[src/rtl/nzcv_rename_unit.sv]
// nzcv_rename_unit: producer-side rename tracker for the NZCV condition flags.
// Holds architectural flags, the speculative flag value and the ROB tag of the
// youngest in-flight flag setter; dispatch reads it combinationally.
// Optional feature: define NZCV_CDB_BYPASS_EN to forward a matching CDB
// broadcast straight to the dispatch read port in the same cycle.
//
// state   | meaning
// --------+-------------------------------------------------------------
// READY   | spec_nzcv holds the newest flag value; consumers get it now
// PENDING | a flag setter is in flight; consumers wait on spec_tag

module nzcv_rename_unit #(
    parameter int TAG_W = 4
) (
    input  logic             in_clk,
    input  logic             in_rst,
    input  logic             in_disp_valid,
    input  logic             in_disp_sets_flags,
    input  logic [TAG_W-1:0] in_disp_tag,
    output logic             out_src_ready,
    output logic [3:0]       out_src_nzcv,
    output logic [TAG_W-1:0] out_src_tag,
    input  logic             in_cdb_valid,
    input  logic             in_cdb_sets_flags,
    input  logic [TAG_W-1:0] in_cdb_tag,
    input  logic [3:0]       in_cdb_nzcv,
    input  logic             in_commit_valid,
    input  logic             in_commit_sets_flags,
    input  logic [3:0]       in_commit_nzcv,
    input  logic             in_flush,
    output logic [3:0]       out_arch_nzcv,
    output logic             out_pending
);

    typedef enum logic {
        READY   = 1'b0,
        PENDING = 1'b1
    } mode_t;

    mode_t            mode_q, mode_d;
    logic [3:0]       spec_nzcv_q, spec_nzcv_d;
    logic [TAG_W-1:0] spec_tag_q, spec_tag_d;
    logic [3:0]       arch_nzcv_q, arch_nzcv_d;

    logic cdb_match;
    logic disp_setter;
    logic commit_we;

    assign cdb_match   = in_cdb_valid & in_cdb_sets_flags & (mode_q == PENDING) &
                         (in_cdb_tag == spec_tag_q);
    assign disp_setter = in_disp_valid & in_disp_sets_flags;
    assign commit_we   = in_commit_valid & in_commit_sets_flags;

    // Next-state: flush beats a new setter, which beats the CDB wakeup.
    always_comb begin
        mode_d      = mode_q;
        spec_nzcv_d = spec_nzcv_q;
        spec_tag_d  = spec_tag_q;
        arch_nzcv_d = commit_we ? in_commit_nzcv : arch_nzcv_q;
        if (in_flush) begin
            // Restore from the architectural value including a same-cycle commit.
            mode_d      = READY;
            spec_nzcv_d = arch_nzcv_d;
        end else if (disp_setter) begin
            mode_d     = PENDING;
            spec_tag_d = in_disp_tag;
        end else if (cdb_match) begin
            mode_d      = READY;
            spec_nzcv_d = in_cdb_nzcv;
        end
    end

    // State registers with synchronous reset overriding every other input.
    always_ff @(posedge in_clk) begin
        if (in_rst) begin
            mode_q      <= READY;
            spec_nzcv_q <= 4'b0000;
            spec_tag_q  <= '0;
            arch_nzcv_q <= 4'b0000;
        end else begin
            mode_q      <= mode_d;
            spec_nzcv_q <= spec_nzcv_d;
            spec_tag_q  <= spec_tag_d;
            arch_nzcv_q <= arch_nzcv_d;
        end
    end

`ifdef NZCV_CDB_BYPASS_EN
    // Dispatch read with same-cycle CDB forwarding (suppressed on flush).
    always_comb begin
        out_src_ready = (mode_q == READY);
        out_src_nzcv  = spec_nzcv_q;
        out_src_tag   = spec_tag_q;
        if (cdb_match && !in_flush) begin
            out_src_ready = 1'b1;
            out_src_nzcv  = in_cdb_nzcv;
        end
    end
`else
    // Dispatch read straight from the registers; no CDB path to the read port.
    always_comb begin
        out_src_ready = (mode_q == READY);
        out_src_nzcv  = spec_nzcv_q;
        out_src_tag   = spec_tag_q;
    end
`endif

    assign out_arch_nzcv = arch_nzcv_q;
    assign out_pending   = (mode_q == PENDING);

endmodule
[config.mk]
export PLATFORM = sky130hd
export DESIGN_NAME = nzcv_rename_unit
export DESIGN_NICKNAME = d
export VERILOG_FILES = /design/src/rtl/nzcv_rename_unit.sv
export SDC_FILE = /design/constraint.sdc
export NUM_CORES = 1
export LEC_CHECK = 0
export CAP_MARGIN = 20
export CELL_PAD_IN_SITES_DETAIL_PLACEMENT = 1
export CELL_PAD_IN_SITES_GLOBAL_PLACEMENT = 1
export CORE_MARGIN = 8
export CORE_UTILIZATION = 24
export CTS_CLUSTER_SIZE = 8
export DETAILED_ROUTE_END_ITERATION = 8
export PLACE_DENSITY = 0.81
export SETUP_SLACK_MARGIN = 0.2
export SLEW_MARGIN = 20
export SYNTH_ARGS = -nofsm -noshare
export SYNTH_HDL_FRONTEND = slang
export SYNTH_SLANG_ARGS = --single-unit
[constraint.sdc]
create_clock -name in_clk -period 1.6 [get_ports in_clk]
set_clock_uncertainty 0.2 [all_clocks]
set_input_delay 0.16 -clock in_clk [delete_from_list [all_inputs] [get_ports in_clk]]
set_output_delay 0.16 -clock in_clk [all_outputs]
set_load 0.01 [all_outputs]
* After elaboration in Yosys (flattened, before gate mapping)
Index checks and enable logic that the tools add are counted.
** Word-level totals
- ROM bits :: 0
- Memories :: 0
- Latch bits :: 0
- Output and inout port bits :: 14
- Memory bits (writable) :: 0
- Register bits :: 13
** Operators by class
- Div/mod/pow operators :: 0
- $lt $le $gt $ge :: 0
- Bitwise operators :: 7
- Multiplexer cells :: 6
- Multiply operators :: 0
- Shifts and indexed selects :: 0
- Equal/unequal tests :: 2
- Reduce and logical (&&, ||, !) cells :: 5
- Add/sub/neg operators :: 0
** Operators with widths (count)
- 2-to-1 mux 4 bit :: 4
- AND 1 bit :: 5
- == test 4 bit :: 1
- AND reduction 2 bit :: 2
- nonzero test 2 bit :: 2
- 2-to-1 mux 1 bit :: 2
- != test 2 bit, second input constant :: 1
- NOT 1 bit :: 2
- OR reduction 2 bit :: 1

* Depth between registers and ports, before layout
Gate-level depths: netlist of the first run.
- Depth in word-level cells :: 6
- Depth in mapped cells :: 5
- Gate-level depth less buffers :: 4

* Worst setup path before layout of the first run
OpenSTA, ideal clock, no wires.
- Kind :: register -> register
- From :: reg spec_tag_q[0], in the netlist out_src_tag[0]
- To :: reg spec_nzcv_q[3], in the netlist out_src_nzcv[3]
- Path slack :: 211 ps
- Library setup time :: 95 ps
- Arrival :: 1093 ps
- Stages on the path, launching flop included :: 5
- Data required time :: 1305 ps
- Clock period less this slack :: 1389 ps
- Cell sequence :: dfxtp_1 -> xnor2_1 -> and4_4 -> a31oi_1 -> a221oi_1
** On the way
- Longest elaborated chain between the ends :: 4
** Ends and longest elaborated chain
- from (decl) :: RTL line 42 : logic [TAG_W-1:0] spec_tag_q, spec_tag_d;
- from (signal assigned) :: RTL line 83 : spec_tag_q <= spec_tag_d;
- == test 4 bit :: RTL line 50 : (in_cdb_tag == spec_tag_q);
- AND 1 bit :: RTL line 49 : assign cdb_match = in_cdb_valid & in_cdb_sets_flags & (mode_q == PENDING) &
- nonzero test 2 bit (no line)
- AND reduction 2 bit (no line)
- to (signal assigned) :: RTL line 82 : spec_nzcv_q <= spec_nzcv_d;
- to (decl) :: RTL line 41 : logic [3:0] spec_nzcv_q, spec_nzcv_d;
No other way between the ends.
A chain may end at the register's enable or synchronous reset.

* Worst setup path in the final report of the first run
- From :: reg spec_tag_q[0], in the netlist out_src_tag[0]
- To :: reg spec_nzcv_q[2], in the netlist out_src_nzcv[2]
Same word-level chain as after synthesis.

==> impl_metrics.ini, run 1 <==
[pwr]
ir_drop_uv = 304.1
p_leak_nw = 0.5077
powerDensity_mw_per_mm2 = 656.3
totalPowerFinal_mw = 0.7300

[floorplan]
io_pins = 39
start_util_pct = 24.48
rows = 18
die_w_um = 65.34
core_area_sq_mm = 0.002387
die_y_um = 65.34
dieArea_sq_mm = 0.004269

[route]
antenna_left = 0
via_per_inst = 4.625
wire_per_inst_um = 15.93
drt_iter0_markers = 6
drtPass1Iterations = 3
totalWireLength_um = 2167
drc_errors = 0
vias = 629

[timing]
timing_hold_violations_final = 0
fin_crit_ns = 1.416
setup_viol = 0
fin_setup_tns_ns = 0
fmax_mhz = 706.3
relSlewSlack_pct = 82.36
fin_crit_sh_pct = 88.49
tightest_slew_ns = 0.2572
drv_slew = 0
rsz0062_at_grt = yes

[critical_path]
cp_max_fo = 4
crit_arrival_ns = 1.40
cp.required_ns = 1.58
cp_top_family = flip-flops
rrSetupSlack_ns = 0.18
critPathLaunchType = flop
cp-end-kind = flop
cp_num_buf_inv = 0
cp_cell_sequence = xnor2_2, and4_4, nand3_1, a311oi_1
worst_path_max_delay_cell = dfxtp_4
worst_path_largest_cell_delay_ns = 0.36
worstSetupPathType = reg2reg

[cts]
clkTransAtPathRegs_ns = 0.08
cts_tree = yes
clock_latency_ns = 0.27
htreeDepth = 1
numCtsBuffers = 3
clock_sinks = 13
clockRootBuffer = clkbuf_4
clock_path_buffers = 2
ctsHoldBuffers = 0

[layout]
diodes = 0
multi_input_area_sq_um = 357.8
final_core_util_pct = 46.59
final_nets = 132
final_common_cell = clkdlybuf4s50_1
syn_to_final_growth_pct = 90.36
fillCellCount = 297
drive_gt1_share_pct = 27.36
mostFrequentLayoutCells = 20 x clkdlybuf4s50_1, 18 x dlygate4sd2_1, 8 x mux2i_1, 8 x nor2_1, 8 x dfxtp_1
seqCellArea_sq_um = 269.0
final_area_sq_mm = 0.001112

[synthesis]
ys_warn_count = 0
synth-xor-area-share_pct = 5.996
synth_top_family_by_area = compound AO/OA/AOI/OAI gates
synth.area.mux_share_pct = 13.70
synthCells = 59
yosysSeqAreaShare_pct = 44.54
synth-compound-area-share_pct = 17.34
syn-num-nets = 84
synth_cell_type_count = 19
ys_seq_elements = 13
synth_area_per_cell_sq_um = 9.904
syn_area_sq_um = 584.3
synth_simple_gate_area_share_pct = 15.63
synthAdderAreaFrac_pct = 0

[flow_run]
cap_violations = 0

[global_routing]
overflow = 0
grt_pass1_wl_um = 3477
antenna_found_initial = 0
grtUsageTotal_pct = 10.32
grt_pass1_vias = 738
grt_max_degree = 9

[placed_design]
place.port_buffers = 38
postPlaceCellArea_sq_mm = 0.001023
place_congestion = 0.6969
dp_hpwl_um = 1734

[outcome]
outcome = finished, final reports clean

[hold_path]
hold_class = reg2reg
path summary, 6_finish.rpt:
path	to	depth (start not counted)	start
worst min-delay path	out_src_nzcv[1]	2	out_src_nzcv[1]
worst max register to register	out_src_nzcv[2]	4	out_src_tag[0]
worst max-delay path	out_src_nzcv[2]	4	out_src_tag[0]
worst min register to register	out_src_nzcv[1]	2	out_src_nzcv[1]
final cells by class:
type	count	area share, %
Multi-Input combinational cell	42	32.17
Inverter	2	0.6749
Sequential cell	13	24.18
Timing Repair Buffer	45	37.23
Tap cell	30	3.375
Clock buffer	4	2.362
state kept, by name, indices dropped and copies added, names as in the netlist:
signal         count
out_pending        1
out_arch_nzcv      4
out_src_nzcv       4
out_src_tag        4
cell families (layout without fill, tap and decap cells):
group                     count (synthesis)  after routing
xor gates and xnor gates                  4              4
DFF                                      13             13
muxes                                     8              8
and+or+nand+nor                          18             18
buffers and inverters                     4             51
AOI/OAI and AO/OA                        12             12
tightest hold or removal path, cell delays in order (launching register included):
cell and delay [ns]:
dfxtp_1 0.32, o21ai_2 0.06, a221oi_2 0.05
where the power goes:
| part | internal [mW] | total (mW) | leakage, nW | switching (mW) |
|---|---|---|---|---|
| Clock | 0.0965 | 0.202 | 0.0150 | 0.106 |
| Combinational | 0.106 | 0.178 | 0.384 | 0.0717 |
| Sequential | 0.339 | 0.350 | 0.109 | 0.0111 |
| Total | 0.542 | 0.730 | 0.508 | 0.188 |
synth_stat cells:
| library cell | n | area share (%) |
|---|---|---|
| a2111oi_2 | 1 | 2.6 |
| a221oi_1 | 1 | 1.5 |
| a221oi_2 | 2 | 5.1 |
| a311oi_1 | 1 | 1.5 |
| a31oi_1 | 3 | 3.2 |
| and2_1 | 1 | 1.1 |
| and4_2 | 1 | 1.7 |
| and4_4 | 1 | 1.9 |
| buf_1 | 1 | 0.64 |
| buf_2 | 1 | 0.86 |
| dfxtp_1 | 13 | 45 |
| inv_1 | 2 | 1.3 |
| mux2i_1 | 8 | 14 |
| nand2_1 | 2 | 1.3 |
| nand3_1 | 2 | 1.7 |
| nand4_1 | 2 | 2.1 |
| nor2_1 | 9 | 5.8 |
| o21ai_0 | 4 | 3.4 |
| xnor2_1 | 4 | 6.0 |
timing repair:
| action | CTS | global route |
|---|---|---|
| gates resized for setup | 26 | 12 |
| setup endpoints to repair | 19 | 6 |
| cloned | 0 | 0 |
| setup buffers | 0 | 3 |
| pin swaps | 7 | 5 |
routing by layer:
layer / track usage, % / part of all wire, % / wire length (um) / vias to the layer above
met5: 0 / 0 / 0 / -
met4: 4.087 / 0.65 / 14 / 0
met3: 5.612 / 12 / 263 / 2
met2: 17.71 / 50 / 1093 / 29
met1: 10.19 / 37 / 796 / 287
li1: - / - / - / 311
through the flow:
| stage | instances | worst slack, ns | hold slack [ns] |
|---|---|---|---|
| 2_1_floorplan | 59 | 0.2115 | 0.02886 |
| 3_3_place_gp | 129 | -0.07426 | 0.2702 |
| 3_5_place_dp | 129 | -0.1474 | 0.2957 |
| 4_1_cts | 133 | 0.1908 | 0.2684 |
| 5_1_grt | 136 | 0.09335 | 0.3040 |
| 6_report | 136 | 0.1842 | 0.2778 |
Power figures use the tool's default switching activity.
==> inputs of run 2 (changes only) <==
--- a/config.mk
+++ b/config.mk
@@ -12,6 +12,8 @@
 export CORE_UTILIZATION = 24
 export CTS_CLUSTER_SIZE = 8
 export DETAILED_ROUTE_END_ITERATION = 8
+export HOLD_SLACK_MARGIN = 0.06
+export MAX_ROUTING_LAYER = met4
 export PLACE_DENSITY = 0.81
 export SETUP_SLACK_MARGIN = 0.2
 export SLEW_MARGIN = 20
==> constraint.sdc (replaced) <==
create_clock -name in_clk -period 1.5 [get_ports in_clk]
set_clock_uncertainty 0.2 [all_clocks]
set_input_delay 0.15 -clock in_clk [delete_from_list [all_inputs] [get_ports in_clk]]
set_output_delay 0.15 -clock in_clk [all_outputs]
set_load 0.01 [all_outputs]
==> impl_metrics.ini, run 2 (synthesized netlist as in run 1, its figures left out) <==
[route]
drtPass1Iterations = 2
wire_per_inst_um = 15.11
totalWireLength_um = 1995
via_per_inst = 4.735
drc_errors = 0
vias = 625
drt_iter0_markers = 1
antenna_left = 0

[global_routing]
grt_use_met1_pct = 8.748
antenna_found_initial = 0
met3_usage_pct = 4.422
grt_max_degree = 14
busiest_layer = met2
grt_pass1_wl_um = 3222
grt_pass1_vias = 723
grtUsageTotal_pct = 9.769
overflow = 0
grtUsageMet2_pct = 18.57

[critical_path]
cp_top_family = flip-flops
cp_num_buf_inv = 0
worstSetupPathType = reg2reg
worst_path_max_delay_cell = dfxtp_4
worst_path_largest_cell_delay_ns = 0.37
crit_arrival_ns = 1.37
cp_cell_sequence = xnor2_2, and4_4, nand3_1, a311oi_1
cp.required_ns = 1.48
cp_max_fo = 4
critPathLaunchType = flop
cp-end-kind = flop

[timing]
timing_hold_violations_final = 0
tightest_slew_ns = 0.2576
drv_slew = 0
fmax_mhz = 718.3
fin_crit_sh_pct = 92.81
relSlewSlack_pct = 82.34
rsz0062_at_grt = yes
setup_viol = 0
fin_crit_ns = 1.392

[floorplan]
die_y_um = 65.34
core_area_sq_mm = 0.002387
die_w_um = 65.34
dieArea_sq_mm = 0.004269
rows = 18
start_util_pct = 24.48
io_pins = 39

[placed_design]
dp_cells = 128
dp_hpwl_um = 1718
place_congestion = 0.6859
place.port_buffers = 38

[outcome]
outcome = finished, final reports clean

[layout]
seqCellArea_sq_um = 274.0
final_nets = 128
fillCellCount = 292
stdcell_count = 132
multi_input_area_sq_um = 342.8
final_core_util_pct = 44.97
mostFrequentLayoutCells = 23 x clkdlybuf4s50_1, 10 x dlygate4sd2_1, 9 x nor2_1
final_common_cell = clkdlybuf4s50_1
diodes = 0
syn_to_final_growth_pct = 83.73
drive_gt1_share_pct = 21.57

[cts]
clock_sinks = 13
clkTransAtPathRegs_ns = 0.08
post-cts-setup-buffers = 0
clock_latency_ns = 0.28
clockRootBuffer = clkbuf_4
numCtsBuffers = 3
clock_path_buffers = 2
htreeDepth = 1
cts_tree = yes
ctsHoldBuffers = 0

[pwr]
ir_drop_uv = 395.8
p_leak_nw = 0.4697
powerDensity_mw_per_mm2 = 717.5

[hold_path]
hold_class = in2reg

[flow_run]
cap_violations = 0
==> run 2: cell count changes in the layout (fill, tap and decap cells not counted), sizes merged <==
cell           change
clkbuf             +1
clkdlybuf4s15      +4
dlygate4sd2        -8
buf                -4
clkdlybuf4s50      +3
==> run 2: repair_timing <==
action                     in CTS  in global routing
pin swaps                       6                  2
setup endpoints to repair      19                 13
gates resized for setup        16                 10
==> run 2: area by class of cell <==
cell class	instances	share of cell area [%]
Sequential cell	13	25.52
Tap cell	30	3.497
Timing Repair Buffer	41	35.90
Inverter	2	0.6993
Clock buffer	4	2.448
Multi-Input combinational cell	42	31.93
==> run 2: final timing paths <==
check	from	slack, ns	end	depth (start not counted)
max	out_src_tag[3]	0.11	out_src_nzcv[2]	4
min	in_disp_tag[1]	0.27	out_src_tag[1]	3
max reg2reg	out_src_tag[3]	0.11	out_src_nzcv[2]	4
min reg2reg	out_src_nzcv[3]	0.30	out_src_nzcv[3]	2
==> run 2: metal layers <==
metal  wire (um)  part of all wire, %
met1         738                   37
met2        1079                   54
met3         177                  8.9
met4           0                    0
met5           0                    0
==> run 2: per-stage QoR <==
step	setup WS, ns	cell area, sq um	hold WS, ns	setup TNS (ns)	power [mW]
5_1_grt	0.07376	1074	0.2955	0	0.8137
2_1_floorplan	0.1913	626.9	0.01886	0	0.4497
3_3_place_gp	-0.1592	1059	0.2827	-0.6838	0.5668
3_5_place_dp	-0.2064	1059	0.2943	-1.110	0.5734
6_report	0.1078	1074	0.2662	0	0.7703
4_1_cts	0.09649	1066	0.2634	0	0.7814
==> run 2: power by group <==
group / total, mW / internal (mW) / switching [mW]
combinational: 0.181 / 0.110 / 0.0709
sequential: 0.370 / 0.359 / 0.0110
clock: 0.220 / 0.103 / 0.116
==> run 2: worst register-to-register path: stages (launching register included) <==
cell,delay [ns]
dfxtp_4,0.37
xnor2_2,0.13
and4_4,0.26
nand3_1,0.10
a311oi_1,0.24
